==> src/rtl/dsm_pkg.sv <==
// Shared constants and types for the delta-sigma modulator front end:
// input width, PWM output codes and the interpolator state encoding.
package dsm_pkg;

  localparam int DSM_IN_W = 15;

  localparam logic [1:0] P1 = 2'b01;
  localparam logic [1:0] Z  = 2'b00;
  localparam logic [1:0] M1 = 2'b11;

  typedef enum logic [1:0] {
    PRIME0,
    PRIME1,
    RUN,
    HOLD
  } interp_state_t;

endpackage

==> src/rtl/dsm_interp_fifo.sv <==
// Two-entry input buffer for the interpolator. Simultaneous push and pop are
// both honoured; the producer must not push when full, nor the consumer pop when empty.
module dsm_interp_fifo
  import dsm_pkg::*;
#(
  parameter int W = DSM_IN_W
) (
  input  logic         clock,
  input  logic         reset,
  input  logic         push,
  input  logic [W-1:0] push_data,
  input  logic         pop,
  output logic [W-1:0] pop_data,
  output logic         full,
  output logic         empty
);

  logic [W-1:0] mem [2];
  logic         wr_ptr;
  logic         rd_ptr;
  logic [1:0]   count;

  always_ff @(posedge clock) begin
    if (!reset) begin
      wr_ptr <= 1'b0;
      rd_ptr <= 1'b0;
      count  <= 2'd0;
    end else begin
      if (push) wr_ptr <= !wr_ptr;
      if (pop)  rd_ptr <= !rd_ptr;
      case ({push, pop})
        2'b10:   count <= count + 2'd1;
        2'b01:   count <= count - 2'd1;
        default: ;
      endcase
    end
  end

  // Storage carries no reset; occupancy alone decides what is valid.
  always_ff @(posedge clock) begin
    if (push) mem[wr_ptr] <= push_data;
  end

  assign pop_data = mem[rd_ptr];
  assign full     = (count == 2'd2);
  assign empty    = (count == 2'd0);

endmodule

==> src/rtl/dsm_interp.sv <==
// Linear-interpolation upsampler feeding dsm_top.vin: one output per fast clock,
// 2^LOG2_OSR outputs per input sample. Define DSM_INTERP_DITHER_EN for +/-1 LFSR dither.
module dsm_interp
  import dsm_pkg::*;
#(
  parameter int IN_W     = DSM_IN_W,
  parameter int LOG2_OSR = 3
) (
  input  logic            clock,
  input  logic            reset,
  input  logic [IN_W-1:0] in_data,
  input  logic            in_valid,
  output logic            in_ready,
  output logic [IN_W-1:0] vin,
  output logic            out_valid,
  output logic            underrun,
  output interp_state_t   state_dbg
);

  localparam int ACC_W = IN_W + LOG2_OSR + 1;

  interp_state_t           state_q, state_d;
  logic signed [IN_W-1:0]  cur_q, cur_d, nxt_q, nxt_d, fifo_data;
  logic signed [ACC_W-1:0] acc_q, acc_d, delta_ext;
  logic [LOG2_OSR-1:0]     phase_q, phase_d;
  logic signed [IN_W:0]    delta;
  logic signed [IN_W-1:0]  vin_base, vin_d;
  logic                    underrun_d, out_valid_d;
  logic                    push, pop, fifo_full, fifo_empty;

  // Handshake: a sample transfers on any rising edge where in_valid && in_ready;
  // in_ready depends only on FIFO occupancy and reset, never on in_valid.
  assign in_ready  = reset && !fifo_full;
  assign push      = in_valid && in_ready;
  assign state_dbg = state_q;

  dsm_interp_fifo #(.W(IN_W)) u_fifo (
    .clock     (clock),
    .reset     (reset),
    .push      (push),
    .push_data (in_data),
    .pop       (pop),
    .pop_data  (fifo_data),
    .full      (fifo_full),
    .empty     (fifo_empty)
  );

  function automatic logic signed [ACC_W-1:0] scale(input logic signed [IN_W-1:0] s);
    return {s[IN_W-1], s, {LOG2_OSR{1'b0}}};
  endfunction

  assign delta     = {nxt_q[IN_W-1], nxt_q} - {cur_q[IN_W-1], cur_q};
  assign delta_ext = {{LOG2_OSR{delta[IN_W]}}, delta};

`ifdef DSM_INTERP_DITHER_EN
  logic [15:0]          lfsr_q;
  logic signed [IN_W:0] dith_sum;

  always_ff @(posedge clock) begin
    if (!reset) lfsr_q <= 16'hACE1;
    else        lfsr_q <= {lfsr_q[14:0], lfsr_q[15] ^ lfsr_q[13] ^ lfsr_q[12] ^ lfsr_q[10]};
  end
`endif

  always_comb begin
    state_d     = state_q;
    cur_d       = cur_q;
    nxt_d       = nxt_q;
    acc_d       = acc_q;
    phase_d     = phase_q;
    underrun_d  = underrun;
    out_valid_d = out_valid;
    pop         = 1'b0;
    case (state_q)
      PRIME0: begin
        if (!fifo_empty) begin
          pop     = 1'b1;
          cur_d   = fifo_data;
          state_d = PRIME1;
        end
      end
      PRIME1: begin
        if (!fifo_empty) begin
          pop         = 1'b1;
          nxt_d       = fifo_data;
          acc_d       = scale(cur_q);
          phase_d     = '0;
          out_valid_d = 1'b1;
          state_d     = RUN;
        end
      end
      RUN: begin
        if (phase_q != '1) begin
          acc_d   = acc_q + delta_ext;
          phase_d = phase_q + LOG2_OSR'(1);
        end else if (!fifo_empty) begin
          pop     = 1'b1;
          cur_d   = nxt_q;
          nxt_d   = fifo_data;
          acc_d   = scale(nxt_q);
          phase_d = '0;
        end else begin
          // Land exactly on the endpoint and park there until data returns.
          acc_d      = scale(nxt_q);
          phase_d    = '0;
          underrun_d = 1'b1;
          state_d    = HOLD;
        end
      end
      HOLD: begin
        if (!fifo_empty) begin
          pop     = 1'b1;
          cur_d   = nxt_q;
          nxt_d   = fifo_data;
          acc_d   = scale(nxt_q);
          phase_d = '0;
          state_d = RUN;
        end
      end
      default: state_d = PRIME0;
    endcase

    // Dropping the redundant sign bit and the fraction is a floor divide by OSR.
    vin_base = acc_d[ACC_W-2:LOG2_OSR];
`ifdef DSM_INTERP_DITHER_EN
    dith_sum = {vin_base[IN_W-1], vin_base} +
               (lfsr_q[0] ? (IN_W+1)'(1) : {(IN_W+1){1'b1}});
    if (dith_sum[IN_W] != dith_sum[IN_W-1])
      vin_d = dith_sum[IN_W] ? {1'b1, {(IN_W-1){1'b0}}} : {1'b0, {(IN_W-1){1'b1}}};
    else
      vin_d = dith_sum[IN_W-1:0];
`else
    vin_d = vin_base;
`endif
    if (!out_valid_d) vin_d = '0;
  end

  always_ff @(posedge clock) begin
    if (!reset) begin
      state_q   <= PRIME0;
      cur_q     <= '0;
      nxt_q     <= '0;
      acc_q     <= '0;
      phase_q   <= '0;
      underrun  <= 1'b0;
      out_valid <= 1'b0;
      vin       <= '0;
    end else begin
      state_q   <= state_d;
      cur_q     <= cur_d;
      nxt_q     <= nxt_d;
      acc_q     <= acc_d;
      phase_q   <= phase_d;
      underrun  <= underrun_d;
      out_valid <= out_valid_d;
      vin       <= vin_d;
    end
  end

endmodule

==> config.mk <==
export PLATFORM = sky130hd
export DESIGN_NAME = dsm_interp
export DESIGN_NICKNAME = d
export VERILOG_FILES = /design/src/rtl/dsm_pkg.sv /design/src/rtl/dsm_interp_fifo.sv /design/src/rtl/dsm_interp.sv
export SDC_FILE = /design/constraint.sdc
export NUM_CORES = 1
export LEC_CHECK = 0
export CAP_MARGIN = 20
export CORE_MARGIN = 8
export CORE_UTILIZATION = 30
export CTS_BUF_LIST = sky130_fd_sc_hd__clkbuf_4 sky130_fd_sc_hd__clkbuf_8
export DETAILED_ROUTE_END_ITERATION = 6
export DONT_BUFFER_PORTS = 1
export SYNTH_ARGS = -nofsm -noshare
export SYNTH_HDL_FRONTEND = slang
export SYNTH_SLANG_ARGS = --single-unit
==> constraint.sdc <==
create_clock -name clock -period 5.65 [get_ports clock]
set_clock_uncertainty 0.15 [all_clocks]
set_input_delay 0.565 -clock clock [delete_from_list [all_inputs] [get_ports clock]]
set_output_delay 0.565 -clock clock [all_outputs]
set_load 0.005 [all_outputs]
==> flow_metrics.py <==
metrics = {
    "run_status": {
        "status": "finished, final reports clean",
    },
    "routing": {
        "dr_total_vias": 4572,
        "vias_per_cell": 5.008,
        "drc": 0,
        "wire_per_inst_um": 16.22,
        "wl_mm": 14.81,
        "drt_pass1_iterations": 5,
        "drtIter0Drc": 468,
        "antenna_left": 0,
    },
    "timing": {
        "setup_slack_ps": 2544,
        "rsz0062_at_grt": "no",
        "timing.setup.tns_ps": 0,
        "worst_pin_slew_ps": 996.7,
        "fmax_mhz": 321.9,
        "period_minus_slack_ps": 3106,
        "finalSetupViolations": 0,
        "slew_headroom": 0.3347,
        "drv_slew": 0,
        "hold_viol": 0,
        "min_period_over_period": 0.5498,
    },
    "power_and_ir_drop": {
        "pwr_density_cell_nw_per_um2": 702.8,
        "total_power_mw": 4.468,
        "p_leak_nw": 2.398,
        "peakVddDrop_uv": 241.1,
    },
    "grt": {
        "grt_pass1_vias": 4257,
        "antenna_found_initial": 0,
        "grt_max_degree": 59,
        "grt_usage": 0.1245,
        "overflow": 0,
        "grt_pass1_wl_mm": 23.72,
    },
    "clocking": {
        "clock_latency_ps": 400,
        "ctsResizeCount": 0,
        "postCtsHoldBufs": 0,
        "ctsLongestPathBuffers": 2,
        "postCtsSetupBuffers": 0,
        "clk_pin_slew_ps": 100,
        "cts_buffers": 9,
        "clockRootBuffer": "clkbuf_8",
        "cts_sinks": 105,
        "tritoncts": "done",
        "htree_num_levels": 3,
    },
    "die": {
        "fp-row-count": 51,
        "initial_utilization": 0.3055,
        "core_area_sq_um": 19400,
        "die_area_sq_um": 24510,
        "ioPinCount": 38,
        "die-width_um": 156.6,
        "fp.dieH_um": 156.6,
    },
    "finish": {
        "seqCellArea_sq_um": 2404,
        "syn_to_final_growth_pct": 7.262,
        "layout-drive-gt1-share": 0.07253,
        "fillCellCount": 2055,
        "num-nets-final": 700,
        "multi_input_area_sq_um": 3089,
        "n_antenna_cell": 0,
    },
    "worst_setup_path": {
        "crit_arrival_ps": 3220,
        "worst-path-max-fanout": 5,
        "worstSetupPathType": "register to register",
        "end_kind": "register",
        "cp.required_ps": 5760,
        "startpoint_type": "register",
    },
    "synthesis": {
        "yosys.area.top_type": "dfxtp_1",
        "ys.flop_type": "dfxtp_1",
        "yosysWarningCount": 0,
        "synth-edff-count": 30,
        "syn_avg_cell_area_sq_um": 8.953,
        "synthTopCellsByArea": "dfxtp_1 25%, edfxtp_1 15%, nor2_1 6.4%, fa_1 5.7%, ha_1 4.6%",
        "ys_ff_latch": 105,
        "syn_area_sq_um": 5927,
        "ys_seq_area_frac": 0.4053,
        "synth_common_cells": "101 x nor2_1, 75 x dfxtp_1, 69 x inv_1, 51 x a21oi_1, 30 x edfxtp_1",
        "ys_types": 74,
        "yosys.cell_count.top_type": "nor2_1",
        "synth_fp_nets": 719,
        "netlist.area_leader.share": 0.2533,
        "synthesis.instances": 662,
        "async_flop_share": 0,
    },
    "hold_path": {
        "hold_class": "primary input to register",
    },
    "placement": {
        "port_buffers": 0,
        "place_ws_ps": 2538,
        "dpl.hpwl_mm": 10.78,
        "finalWeightedCongestion": 0.8240,
    },
    "job": {
        "max_cap_viol_count": 0,
    },
}
[state kept, by name, indices dropped and copies added, names as in the netlist, 2 cells and up, named ones only]
register      cells
u_fifo.count      2
phase_q           3
nxt_q            15
cur_q            15
vin              15
u_fifo.mem       30
acc_q            18
state_dbg         2
[where the power goes]
group / switching, mW / internal, mW
Sequential: 0.202 / 0.925
Clock: 0.283 / 0.202
Combinational: 1.70 / 1.15
[cells in the final DEF (no fill, tap or decap), drive strengths merged, types with 5 or more instances in the layout]
master / n
nor2: 102
a21oi: 52
fa: 17
dfxtp: 75
a211oi: 18
clkbuf: 10
o21a: 5
nand4: 5
and2: 7
a211o: 6
nand3: 6
mux2i: 17
inv: 75
a22oi: 14
and3: 11
buf: 7
a221oi: 5
o21ai: 33
o211ai: 6
nand2: 25
ha: 22
nor3: 15
edfxtp: 30
xnor2: 8
o22ai: 6
a31oi: 8
xor2: 5
[final timing paths]
path,start,slack [ps],to,cells after the start
worst min register to register,acc_q[0],360,acc_q[0],2
worst min-delay path,in_data[1],120,u_fifo.mem[0][1],0
worst max register to register,nxt_q[1],2540,acc_q[12],10
worst max-delay path,nxt_q[1],2540,acc_q[12],10
[cell families (layout without fill, tap and decap cells)]
logic type / count (synthesis) / count (layout) / share of synthesized area
and+or+nand+nor: 198 / 198 / 0.1588
AOI/OAI and AO/OA: 181 / 181 / 0.2084
buffers and inverters: 109 / 95 / 0.07579
DFF: 105 / 105 / 0.4053
adders and majority gates: 39 / 39 / 0.1039
muxes: 17 / 17 / 0.02871
xor gates and xnor gates: 13 / 13 / 0.01921
[layer usage]
layer	routed length (um)	GRT usage	vias up
li1	-	-	2289
met2	6391	0.1823	122
met3	862	0.03172	12
met4	174	0.04256	0
met1	7383	0.1735	2149
met5	0	0	-
[metrics by stage]
step                hold WS, ps  instance area [sq um]    util  cells
floorplan                 310.5                   5927       -    662
global placement          328.6                   6140  0.3165    896
detailed placement        340.3                   6140  0.3165    896
CTS                       86.72                   6342  0.3269    912
global route              81.24                   6357  0.3277    913
finish                    117.7                   6357  0.3277    913
[final cells by class]
cell class                      count  share of cell area
Clock buffer                       10             0.02165
Tap cell                          265             0.05216
Clock inverter                      6             0.01023
Inverter                           72             0.04251
Timing Repair Buffer                7            0.009447
Multi-Input combinational cell    448              0.4859
Sequential cell                   105              0.3781
[worst max-delay path: stages, from the launching register on]
cell and delay (ps):
dfxtp_1 380, inv_1 80, fa_1 500, inv_1 70, fa_1 470, a21o_1 240
a221oi_4 370, o21ai_2 160, a211o_1 310, a31oi_1 210, nor2_1 60
Note: power is estimated with default switching activity, not from simulation.
